==> config.mk <==
export PLATFORM = sky130hd
export DESIGN_NAME = sevenseg_msg_sched
export DESIGN_NICKNAME = d
export VERILOG_FILES = /design/src/rtl/sevenseg_msg_sched.sv
export SDC_FILE = /design/constraint.sdc
export NUM_CORES = 1
export LEC_CHECK = 0
export CORE_MARGIN = 2
export CORE_UTILIZATION = 26
export CTS_CLUSTER_DIAMETER = 60
export DETAILED_ROUTE_END_ITERATION = 6
export GPL_TIMING_DRIVEN = 0
export PLACE_DENSITY = 0.43
export SLEW_MARGIN = 25
export SYNTH_ARGS = -nofsm -noshare
export SYNTH_HDL_FRONTEND = slang
export SYNTH_SLANG_ARGS = --single-unit
export TNS_END_PERCENT = 10
==> constraint.sdc <==
create_clock -name clk -period 6.6 [get_ports clk]
set_input_delay 0.99 -clock clk [delete_from_list [all_inputs] [get_ports clk]]
set_output_delay 0.99 -clock clk [all_outputs]
set_load 0.01 [all_outputs]
==> src/rtl/sevenseg_msg_sched.sv <==
// Display scheduler for the seven-segment controller: four prioritised message
// sources, each held for HOLD_CYCLES; station MAC shown when nothing is pending.
module sevenseg_msg_sched #(
  parameter int unsigned HOLD_CYCLES = 100_000_000
) (
  input  logic       clk,
  input  logic       rst,
  input  logic       terr_req,
  input  logic [7:0] terr_code,
  input  logic       rerr_req,
  input  logic [7:0] rerr_code,
  input  logic       dest_req,
  input  logic [7:0] dest_addr,
  input  logic       rx_valid,
  input  logic [7:0] rx_byte,
  input  logic [7:0] mac_addr,
  output logic [2:0] state,
  output logic [7:0] display_data,
  output logic       busy,
  output logic       ovr
);

  localparam int unsigned NSRC  = 4;
  localparam int unsigned CNT_W = (HOLD_CYCLES > 1) ? $clog2(HOLD_CYCLES) : 1;
  localparam logic [2:0]  MODE_MAC = 3'b101;

  typedef enum logic {S_IDLE, S_SHOW} fsm_e;

  // Source index 0 is the highest priority (tErr), 3 the lowest (DATA).
  function automatic logic [2:0] mode_code(input logic [1:0] idx);
    case (idx)
      2'd0:    mode_code = 3'b010;
      2'd1:    mode_code = 3'b011;
      2'd2:    mode_code = 3'b001;
      default: mode_code = 3'b100;
    endcase
  endfunction

  logic [NSRC-1:0]      req_c;
  logic [NSRC-1:0][7:0] code_c;

  fsm_e                 fsm_q, fsm_d;
  logic [CNT_W-1:0]     cnt_q, cnt_d;
  logic [2:0]           state_q, state_d;
  logic [7:0]           data_q, data_d;
  logic                 busy_q, busy_d;
  logic                 ovr_q, ovr_d;
  logic [NSRC-1:0]      flag_q, flag_d;
  logic [NSRC-1:0][7:0] pay_q, pay_d;

  logic                 load_c;
  logic [1:0]           sel_c;
  logic [NSRC-1:0]      clr_c;

  assign req_c  = {rx_valid, dest_req, rerr_req, terr_req};
  assign code_c = {rx_byte, dest_addr, rerr_code, terr_code};

  // Next-state: arbitration, hold countdown, output loading and pending-flag update.
  always_comb begin
    fsm_d   = fsm_q;
    cnt_d   = cnt_q;
    state_d = state_q;
    data_d  = data_q;
    busy_d  = busy_q;
    ovr_d   = 1'b0;
    flag_d  = flag_q;
    pay_d   = pay_q;
    load_c  = 1'b0;
    sel_c   = 2'd0;
    clr_c   = '0;

    for (int i = int'(NSRC) - 1; i >= 0; i--) begin
      if (flag_q[i]) sel_c = 2'(i);
    end

    case (fsm_q)
      S_IDLE: begin
        state_d = MODE_MAC;
        data_d  = mac_addr;
        busy_d  = 1'b0;
        if (|flag_q) load_c = 1'b1;
      end
      S_SHOW: begin
        if (cnt_q != '0) begin
          cnt_d = cnt_q - CNT_W'(1);
        end else if (|flag_q) begin
          load_c = 1'b1;
        end else begin
          fsm_d   = S_IDLE;
          state_d = MODE_MAC;
          data_d  = mac_addr;
          busy_d  = 1'b0;
        end
      end
      default: fsm_d = S_IDLE;
    endcase

    if (load_c) begin
      fsm_d        = S_SHOW;
      state_d      = mode_code(sel_c);
      data_d       = pay_q[sel_c];
      cnt_d        = CNT_W'(HOLD_CYCLES - 1);
      busy_d       = 1'b1;
      clr_c[sel_c] = 1'b1;
    end

    // A new request beats a same-cycle clear; overwrite of a still-pending payload flags ovr.
    for (int i = 0; i < int'(NSRC); i++) begin
      if (clr_c[i]) flag_d[i] = 1'b0;
      if (req_c[i]) begin
        flag_d[i] = 1'b1;
        pay_d[i]  = code_c[i];
        if (flag_q[i] && !clr_c[i]) ovr_d = 1'b1;
      end
    end
  end

  // State and output registers with synchronous reset.
  always_ff @(posedge clk) begin
    if (rst) begin
      fsm_q   <= S_IDLE;
      cnt_q   <= '0;
      state_q <= MODE_MAC;
      data_q  <= 8'h00;
      busy_q  <= 1'b0;
      ovr_q   <= 1'b0;
      flag_q  <= '0;
      pay_q   <= '0;
    end else begin
      fsm_q   <= fsm_d;
      cnt_q   <= cnt_d;
      state_q <= state_d;
      data_q  <= data_d;
      busy_q  <= busy_d;
      ovr_q   <= ovr_d;
      flag_q  <= flag_d;
      pay_q   <= pay_d;
    end
  end

  assign state        = state_q;
  assign display_data = data_q;
  assign busy         = busy_q;
  assign ovr          = ovr_q;

endmodule

==> reports/summary.txt, run 1 <==
Critical path launch point: flag_q[3]$_SDFFE_PP0P_
Hold Crit Depth: 2
Boundary Pins: 59
Setup CP Type: reg -> reg
CTS tree: built
I/O Buffers: 57
Detailed Place HPWL: 9070 µm
Final setup violating endpoints: 0
Met3 routed WL: 638 µm
Internal: 0.000950 W
Reg2Reg Setup Slack: 4.00 ns
Main area contributors after synthesis: dfxtp_1, mux2i_1, nor2_1, nor3_1, o211ai_1
RSZ-0062 raised after global routing: false
Hold Violations, Final: 0
GRT Util Overall: 16.2%
Pwr/cell area: 269 nW/µm²
Status: completed
CP peak stage delay: 0.41 ns
Max-slew violation count: 0
Sequential share of the synthesized area: 39.8%
Area growth syn-to-layout: 29.3%
Min Hold Slack: 0.493 ns
Async set-reset flop share out of synthesis: 0%
Fin crit share: 39.4%
Flop pwr share: 39.8%
Antenna Cells: 0
YS warnings: 0
Most used DFF post-synth: dfxtp_1
Worst setup margin: 4.00 ns
Setup crit end: state[1]$_SDFFE_PP0P_
Yosys top cell by area: dfxtp_1
Fin util: 34.5%
Vias in the first global route: 3725
Met1 Routed Length: 5610 µm
Via count: 3634
Mapped cell area: 3870 µm²
Minimum clock period after layout: 2.60 ns
Slowest library cell on the worst path: dfxtp_1
Drt drc: 0
Via-per-instance ratio: 5.15
Worst Path Buf+Inv: 4
Multi-input combinational cell area: 2090 µm²
Critical Path Fanout Max: 10
Clk_skew: 0.00935 ns
Die H: 126 µm
Number of flops mapped to enable cells by yosys: 0
Die width: 126 µm
Setup bufs post-CTS: 0
Worst-path cell chain: nor2b_1, clkbuf_1, o21a_1, buf_2, buf_1, inv_1, ha_1, a221oi_1, nor3_1
Clock power frac: 41.6%
Maximum number of pins on one net before global-route repair: 16
Initial antenna violation count: 0
Placed cells: 690
Final nets: 568
R2R cell count: 9
Clk_lat worst skew: 0.35 ns
Critical path's top delay family: buffers and inverters
Syn Area/Cell: 8.62 µm²
Seq cells post-synth: 77
CP startpoint kind: register
Net Sw Power: 0.000396 W
Critical Path AT: 2.81 ns
CTS root buffer: clkbuf_16
Die area: 15900 µm²
Hold Buf Count CTS: 0
Worst VDD drop: 108 µV
Leakage: 1.95 nW
Slew of the pin with the lowest slew margin: 0.850 ns
Clock transition at the registers of the reported paths: 0.07 ns
Setup_tns: 0 ns
Total gr overflow: 0
Post-synthesis net count: 500
Placeable Area: 14500 µm²
Comb pwr share: 18.6%
Post-route ant nets: 0
Initial DRC Count: 271
Initial core utilization: 26.6%
Synth cell types: 49
Synth top cells by count: dfxtp_1, nor2_1, nor3_1
Req. time, crit path: 6.81 ns
Net Sw Frac: 29.4%
Post_cts resized: 0
Fin cells: 706
Setup crit end kind: register
Hold Crit Class: reg -> reg
Post-synthesis cell count: 449
Top Metal Used: met4
Placer Congestion: 0.900
CTS sink cnt: 77
Slew Limit Headroom: 42.9%
Drt wl/cell: 17.6 µm
H-Tree Depth: 3
Top cell type's share of synthesized area: 39.8%
Max Buffers Root-to-Sink: 2
Detailed Route WL: 12400 µm
CTS Buf Count: 9
Most common cell in the synthesized netlist: dfxtp_1
WL met2: 5840 µm
Pre-CTS setup slack: 3.72 ns
FMAX: 385 MHz
# fillers: 1550
Max cap viols: 0
Reg area: 1540 µm²
Reg-to-Reg Start: flag_q[3]$_SDFFE_PP0P_
Cell Rows: 44
First-pass GRT wire length: 20100 µm
FF-to-FF End: state[1]$_SDFFE_PP0P_
Critical path depth in cells: 9
Fraction of layout instances using a drive strength above 1: 8.81%
DRT Pass-1 Iters: 5
cell usage in the layout, fill, tap and decap left out, types with 5 or more instances in the layout:
cell	Yosys	final
nor2_1	62	62
clkbuf_16	0	9
dfxtp_1	77	77
nand2_1	22	22
o211ai_1	24	24
ha_1	5	5
nor4_2	6	7
a21oi_1	8	8
buf_2	8	8
and3_1	12	12
or4_1	7	7
clkdlybuf4s50_1	0	57
a311oi_1	12	12
nor4_1	18	17
mux2_2	8	8
inv_1	25	25
nand3_1	6	6
mux2i_1	35	35
nor3_1	39	39
clkbuf_1	21	21
flip-flops by register name (all words and copies together) (netlist names):
signal and count:
busy 1, pay_q 32, ovr 1, fsm_q 1, display_data 8, flag_q 4
cnt_q 27, state 3
layout make-up:
class	instances	area share, %
Buffer	34	2.97
Clock buffer	9	4.50
Clock inverter	7	2.07
Inverter	25	1.87
Multi-Input combinational cell	313	41.8
Sequential cell	77	30.8
Tap cell	184	4.60
Timing Repair Buffer	57	11.4
logic make-up (layout without fill, tap and decap cells):
family | Yosys count | in the layout | synth area share [%]
XOR/XNOR | 3 | 3 | 0.679
buffers and inverters | 59 | 132 | 6.27
AO/OA/AOI/OAI | 72 | 72 | 14.4
flip-flops | 77 | 77 | 39.8
adder cells (fa/ha/maj) | 5 | 5 | 1.62
AND/OR/NAND/NOR | 189 | 189 | 25.5
multiplexers | 44 | 44 | 11.8
worst min path at each step:
| stage | slack (ns) | start | to |
|---|---|---|---|
| after floorplan | 0.45 | pay_q[10]$_SDFFE_PP0P_ | pay_q[10]$_SDFFE_PP0P_ |
| after global placement | 0.47 | pay_q[8]$_SDFFE_PP0P_ | pay_q[8]$_SDFFE_PP0P_ |
| after detailed placement | 0.48 | pay_q[8]$_SDFFE_PP0P_ | pay_q[8]$_SDFFE_PP0P_ |
| after CTS | 0.50 | pay_q[1]$_SDFFE_PP0P_ | pay_q[1]$_SDFFE_PP0P_ |
| after global routing | 0.52 | pay_q[22]$_SDFFE_PP0P_ | pay_q[22]$_SDFFE_PP0P_ |
| final | 0.49 | pay_q[1]$_SDFFE_PP0P_ | pay_q[1]$_SDFFE_PP0P_ |
power groups by stage:
stage	Sequential (W)	Clock, W	Combinational, W
4_1_cts	0.000535	0.000575	0.000253
6_report	0.000535	0.000559	0.000251
3_5_place_dp	0.000545	0	0.000252
3_3_place_gp	0.000544	0	0.000249
2_1_floorplan	0.000540	0	0.000149
5_1_grt	0.000541	0.000597	0.000277
per-layer routing:
| layer | global-route usage [%] | vias to the layer above |
|---|---|---|
| met5 | 0 | - |
| met1 | 20.4 | 1745 |
| li1 | - | 1787 |
| met2 | 26.3 | 82 |
| met3 | 4.38 | 20 |
| met4 | 6.72 | 0 |
stage by stage:
step	cell area, µm²	total power [W]
2_1_floorplan	3870	0.000689
3_3_place_gp	4670	0.000793
3_5_place_dp	4680	0.000797
4_1_cts	5010	0.00136
5_1_grt	5010	0.00141
6_report	5010	0.00135
tightest hold or removal path: stages (launching register included):
cell	delay (ns)
dfxtp_1	0.33
mux2i_1	0.06
nor2_1	0.07
(Power assumes the default switching activity.)
==> run 2: changes to the inputs <==
==> constraint.sdc (replaced) <==
create_clock -name clk -period 2.4 [get_ports clk]
set_input_delay 0.36 -clock clk [delete_from_list [all_inputs] [get_ports clk]]
set_output_delay 0.36 -clock clk [all_outputs]
set_load 0.01 [all_outputs]
==> reports/summary.txt, run 2 (synthesis gave the netlist of run 1 again) <==
Critical Path Fanout Max: 10 (unchanged)
Worst Path Buf+Inv: 2 (-2)
Total gr overflow: 0 (unchanged)
Max Buffers Root-to-Sink: 2 (unchanged)
Initial antenna violation count: 0 (unchanged)
H-Tree Depth: 3 (unchanged)
Clock transition at the registers of the reported paths: 0.07 ns (about the same)
Clk_skew: 0.00759 ns (-0.00176 ns)
Die width: 126 µm (unchanged)
Fin crit share: 97.2% (+58 points)
Setup bufs post-CTS: 0 (unchanged)
Pwr/cell area: 731 nW/µm² (+170%)
Critical path's top delay family: compound AO/OA/AOI/OAI gates
Setup crit end kind: register
CTS Buf Count: 9 (unchanged)
Status: completed
Placeable Area: 14500 µm² (unchanged)
Via-per-instance ratio: 5.18 (+0.69%)
DRT Pass-1 Iters: 4 (-1)
Via count: 3654 (+0.55%)
Worst VDD drop: 296 µV (+180%)
Worst-path cell chain: nor4_4, nand4_4, o41a_1, buf_2, clkbuf_4, a221oi_2, nor3_1
Slew of the pin with the lowest slew margin: 0.835 ns (-0.0146 ns)
Max cap viols: 0 (unchanged)
Die H: 126 µm (unchanged)
Cell Rows: 44 (unchanged)
RSZ-0062 raised after global routing: true
Hold Violations, Final: 0 (unchanged)
CTS root buffer: clkbuf_16
Clk_lat worst skew: 0.35 ns (about the same)
Area growth syn-to-layout: 31.9%
Final setup violating endpoints: 0 (unchanged)
Total power: 0.00373 W (+180%)
Die area: 15900 µm² (unchanged)
Max-slew violation count: 0 (unchanged)
Vias in the first global route: 3736 (+0.30%)
CTS sink cnt: 77 (unchanged)
Req. time, crit path: 2.61 ns (-4.20 ns)
Setup CP Type: reg -> reg
First-pass GRT wire length: 20100 µm (+0.31%)
CP startpoint kind: register
Slew Limit Headroom: 44.3% (+1.4 points)
Largest register by flop count: pay_q
Max reg flops: 32 (unchanged)
Reg2Reg Setup Slack: 0.07 ns (-3.94 ns)
Minimum clock period after layout: 2.33 ns (-0.264 ns)
Post-route ant nets: 0 (unchanged)
Initial core utilization: 26.6% (unchanged)
Final nets: 567 (-0.18%)
Pre-CTS setup slack: -0.179 ns (-3.90 ns)
Hold Buf Count CTS: 0 (unchanged)
Fraction of layout instances using a drive strength above 1: 11.1% (+2.3 points)
I/O Buffers: 57 (unchanged)
Slowest library cell on the worst path: o41a_1
FMAX: 429 MHz (+11%)
Hold Crit Class: reg -> reg
Maximum number of pins on one net before global-route repair: 19 (+3)
Commonest non-fill, non-tap cells in the layout: dfxtp_1, nor2_1, clkdlybuf4s50_1, mux2i_1, nor3_1
GRT Util Overall: 16.2% (+0.018 points)
Detailed Route WL: 12400 µm (+0.14%)
Critical Path AT: 2.54 ns (-0.27 ns)
Leakage: 1.99 nW (+1.8%)
Detailed Place HPWL: 9070 µm (unchanged)
Drt wl/cell: 17.6 µm (+0.28%)
Placer Congestion: 0.900 (unchanged)
Commonest non-fill, non-tap cell in the layout: dfxtp_1
Initial DRC Count: 251 (-7.4%)
Min Hold Slack: 0.494 ns (+0.000737 ns)
CTS tree: built
Worst setup margin: 0.0667 ns (-3.94 ns)
Drt drc: 0 (unchanged)
Boundary Pins: 59 (unchanged)
Fin util: 35.1% (+0.68 points)
Antenna Cells: 0 (unchanged)
CP peak stage delay: 0.48 ns (+0.07 ns)
-- run 2: cell types whose count changed in the layout (fill, tap and decap cells not counted), moves of 3 or more --
cell	delta
clkbuf_2	+3
nor3_1	-5
clkbuf_1	-3
nor3_2	+4
-- run 2: what timing repair did --
action,4_1_cts,5_1_grt
setup endpoints to repair,28,39
pin swaps,1,0
gates resized for setup,4,19
-- run 2: final timing paths --
check                         start                    end  cells after the start
max          cnt_q[18]$_SDFFE_PP0P_  state[1]$_SDFFE_PP0P_                      7
min           pay_q[1]$_SDFFE_PP0P_  pay_q[1]$_SDFFE_PP0P_                      2
max reg2reg  cnt_q[18]$_SDFFE_PP0P_  state[1]$_SDFFE_PP0P_                      7
min reg2reg   pay_q[1]$_SDFFE_PP0P_  pay_q[1]$_SDFFE_PP0P_                      2
-- run 2: through the flow --
step                      cell area (µm²)  setup TNS (ns)  std cells
after floorplan                      3870               0        449
after global placement               4670          -0.975        690
after detailed placement             4680          -0.938        690
after CTS                            5030               0        705
after global routing                 5110          -0.666        705
final                                5110               0        705
-- run 2: tightest hold or removal path, stage by stage (launching register included) --
cell	delay, ns
dfxtp_1	0.33
mux2i_1	0.06
nor2_1	0.07
-- run 2: routing by layer --
| layer | wire length, µm | GRT usage (%) | vias to the layer above |
|---|---|---|---|
| met5 | 0 | 0 | - |
| met4 | 323 | 6.40 | 0 |
| met3 | 570 | 4.25 | 16 |
| met2 | 5890 | 26.6 | 71 |
| met1 | 5660 | 20.4 | 1782 |
| li1 | - | - | 1785 |
-- run 2: power breakdown --
group | switching, W | total [W] | internal [W]
combinational | 0.000396 | 0.000716 | 0.000319
sequential | 0.000101 | 0.00148 | 0.00138
clock | 0.000609 | 0.00154 | 0.000928
total | 0.00111 | 0.00373 | 0.00263
-- run 2: final cells by class --
cell class / count / area (µm²)
repair buffers: 57 / 571
inverters: 25 / 93.8
clock inverters: 7 / 104
clock buffers: 9 / 225
fillers: 1546 / 9430
well taps: 184 / 230
flip-flops and latches: 77 / 1540
plain buffers: 33 / 158
multi-input cells: 313 / 2180
==> run 3: changes to the inputs <==
--- a/config.mk
+++ b/config.mk
@@ -11,6 +11,7 @@
 export DETAILED_ROUTE_END_ITERATION = 6
 export GPL_TIMING_DRIVEN = 0
 export PLACE_DENSITY = 0.43
+export REMOVE_ABC_BUFFERS = 1
 export SLEW_MARGIN = 25
 export SYNTH_ARGS = -nofsm -noshare
 export SYNTH_HDL_FRONTEND = slang
==> reports/summary.txt, run 3 (synthesis gave the netlist of run 1 again) <==
Clk_lat worst skew: 0.34 ns (about the same)
Area growth syn-to-layout: 31.4%
FF-to-FF End: cnt_q[16]$_SDFFE_PP0P_
Initial core utilization: 26.6% (unchanged)
CTS root buffer: clkbuf_16
Worst setup margin: 0.105 ns (+0.0384 ns)
Pwr/cell area: 710 nW/µm² (-2.9%)
Fin crit share: 95.6% (-1.6 points)
Hold Crit Class: in -> reg
Placer Congestion: 0.744 (-17%)
Worst VDD drop: 311 µV (+4.9%)
Reg2Reg Setup Slack: 0.11 ns (+0.04 ns)
Leakage: 1.99 nW (-0.13%)
I/O Buffers: 58 (+1.8%)
Max cap viols: 0 (unchanged)
Met3 routed WL: 413 µm (-28%)
Critical Path Fanout Max: 8 (-2)
Placed cells: 666 (-3.5%)
Net Sw Power: 0.00101 W (-8.6%)
Hold Violations, Final: 0 (unchanged)
CP startpoint kind: register
Vias in the first global route: 3604 (-3.5%)
DRT Pass-1 Iters: 4 (unchanged)
Status: completed
First-pass GRT wire length: 18600 µm (-7.9%)
Worst Hold Launch: rst
Fraction of layout instances using a drive strength above 1: 11.8% (+0.62 points)
Via count: 3459 (-5.3%)
Net Sw Frac: 28.0% (-1.6 points)
Hold Buf Count CTS: 0 (unchanged)
Flop pwr share: 41.2% (+1.5 points)
Area post-placement: 4660 µm² (-0.40%)
Slew of the pin with the lowest slew margin: 0.744 ns (-0.0914 ns)
CTS Buf Count: 9 (unchanged)
Drt wl/cell: 16.0 µm (-9.2%)
Clock transition at the registers of the reported paths: 0.06 ns (about the same)
CTS sink cnt: 77 (unchanged)
Initial antenna violation count: 0 (unchanged)
Final setup violating endpoints: 0 (unchanged)
Boundary Pins: 59 (unchanged)
RSZ-0062 raised after global routing: true
Maximum number of pins on one net before global-route repair: 65 (+46)
Critical Path AT: 2.55 ns (about the same)
Reg-to-Reg Start: cnt_q[3]$_SDFFE_PP0P_
Max reg flops: 32 (unchanged)
Setup crit end kind: register
Commonest non-fill, non-tap cell in the layout: dfxtp_1
WL met2: 5240 µm (-11%)
Die area: 15900 µm² (unchanged)
Met1 Routed Length: 5110 µm (-9.7%)
Die width: 126 µm (unchanged)
Largest register by flop count: pay_q
Cell Rows: 44 (unchanged)
Pre-CTS setup slack: -0.541 ns (-0.362 ns)
Post-route ant nets: 0 (unchanged)
Req. time, crit path: 2.66 ns (+0.05 ns)
Drt drc: 0 (unchanged)
Comb pwr share: 19.2% (about the same)
FMAX: 436 MHz (+1.7%)
Setup CP Type: reg -> reg
Placeable Area: 14500 µm² (unchanged)
H-Tree Depth: 3 (unchanged)
Slew Limit Headroom: 50.3% (+5.9 points)
Commonest non-fill, non-tap cells in the layout: dfxtp_1, nor2_1, clkdlybuf4s50_1, nor3_1, mux2i_1
Via-per-instance ratio: 5.04 (-2.7%)
Hold Path Sink: fsm_q$_SDFF_PP0_
Minimum clock period after layout: 2.29 ns (-0.0384 ns)
Fin cells: 686 (-2.7%)
Final nets: 548 (-3.4%)
Total gr overflow: 0 (unchanged)
Initial DRC Count: 153 (-39%)
Max-slew violation count: 0 (unchanged)
Max Buffers Root-to-Sink: 2 (unchanged)
Clock power frac: 39.6% (-1.6 points)
R2R cell count: 5 (-2)
GRT Util Overall: 14.6% (-1.7 points)
Top Metal Used: met4
Hold Crit Depth: 2 (unchanged)
Detailed Route WL: 11000 µm (-12%)
Internal: 0.00260 W (-1.1%)
Die H: 126 µm (unchanged)
CTS tree: built
Antenna Cells: 0 (unchanged)
Finished Cell Area: 5080 µm² (-0.42%)
Clk_skew: 0.00671 ns (-0.000883 ns)
Detailed Place HPWL: 7450 µm (-18%)
-- run 3: cell types whose count changed in the layout (fill, tap and decap cells not counted), sizes merged --
cell	change
clkbuf	-19
bufinv	-1
inv	-4
buf	+4
clkinvlp	+1
-- run 3: worst max path at each step --
stage | start | slack, ns | to
5_1_grt | cnt_q[3]$_SDFFE_PP0P_ | -0.00005 | cnt_q[16]$_SDFFE_PP0P_
6_report | cnt_q[3]$_SDFFE_PP0P_ | 0.11 | cnt_q[16]$_SDFFE_PP0P_
4_1_cts | cnt_q[18]$_SDFFE_PP0P_ | 0.03 | cnt_q[11]$_SDFFE_PP0P_
2_1_floorplan | cnt_q[19]$_SDFFE_PP0P_ | -1.29 | cnt_q[11]$_SDFFE_PP0P_
3_3_place_gp | cnt_q[19]$_SDFFE_PP0P_ | -3.64 | cnt_q[19]$_SDFFE_PP0P_
3_5_place_dp | cnt_q[19]$_SDFFE_PP0P_ | -0.54 | cnt_q[25]$_SDFFE_PP0P_
-- run 3: through the flow --
stage          util (%)    TNS [ns]  power [W]  hold slack (ns)
6_report           35.0           0    0.00361            0.393
5_1_grt            35.0  -0.0000544    0.00382            0.420
4_1_cts            34.8           0    0.00365            0.382
3_5_place_dp       32.1       -8.96    0.00217            0.481
3_3_place_gp       31.2     -147.99    0.00214            0.469
2_1_floorplan         -      -37.66    0.00185            0.429
-- run 3: timing repair --
action | CTS | global route
pin swaps | 4 | 2
buffers inserted | 3 | 1
endpoints found under the setup margin | 41 | 17
resized for setup | 9 | 6
-- run 3: metal layers --
| metal | vias up | global-route usage (%) |
|---|---|---|
| li1 | 1746 | - |
| met1 | 1634 | 18.3 |
| met2 | 62 | 24.1 |
| met3 | 17 | 3.48 |
| met4 | 0 | 5.75 |
| met5 | - | 0 |
-- run 3: final cells by class --
cell class | count | area (µm²)
Fill cell | 1570 | 9450
Multi-Input combinational cell | 313 | 2190
Sequential cell | 77 | 1540
Timing Repair Buffer | 71 | 714
Clock buffer | 13 | 270
Tap cell | 184 | 230
Inverter | 25 | 93.8
Clock inverter | 3 | 42.5
-- run 3: power by group through the flow --
stage | registers (W) | logic, W | clock network [W]
2_1_floorplan | 0.00149 | 0.000356 | 0
3_3_place_gp | 0.00150 | 0.000640 | 0
3_5_place_dp | 0.00150 | 0.000672 | 0
4_1_cts | 0.00148 | 0.000697 | 0.00147
5_1_grt | 0.00151 | 0.000770 | 0.00154
6_report | 0.00149 | 0.000695 | 0.00143
-- run 3: worst max-delay path, stage by stage, from the launching register on --
cell and delay (ns):
dfxtp_1 0.39, or4_1 0.65, or3_1 0.50, nor4_1 0.30, mux2i_1 0.13, a211oi_1 0.24
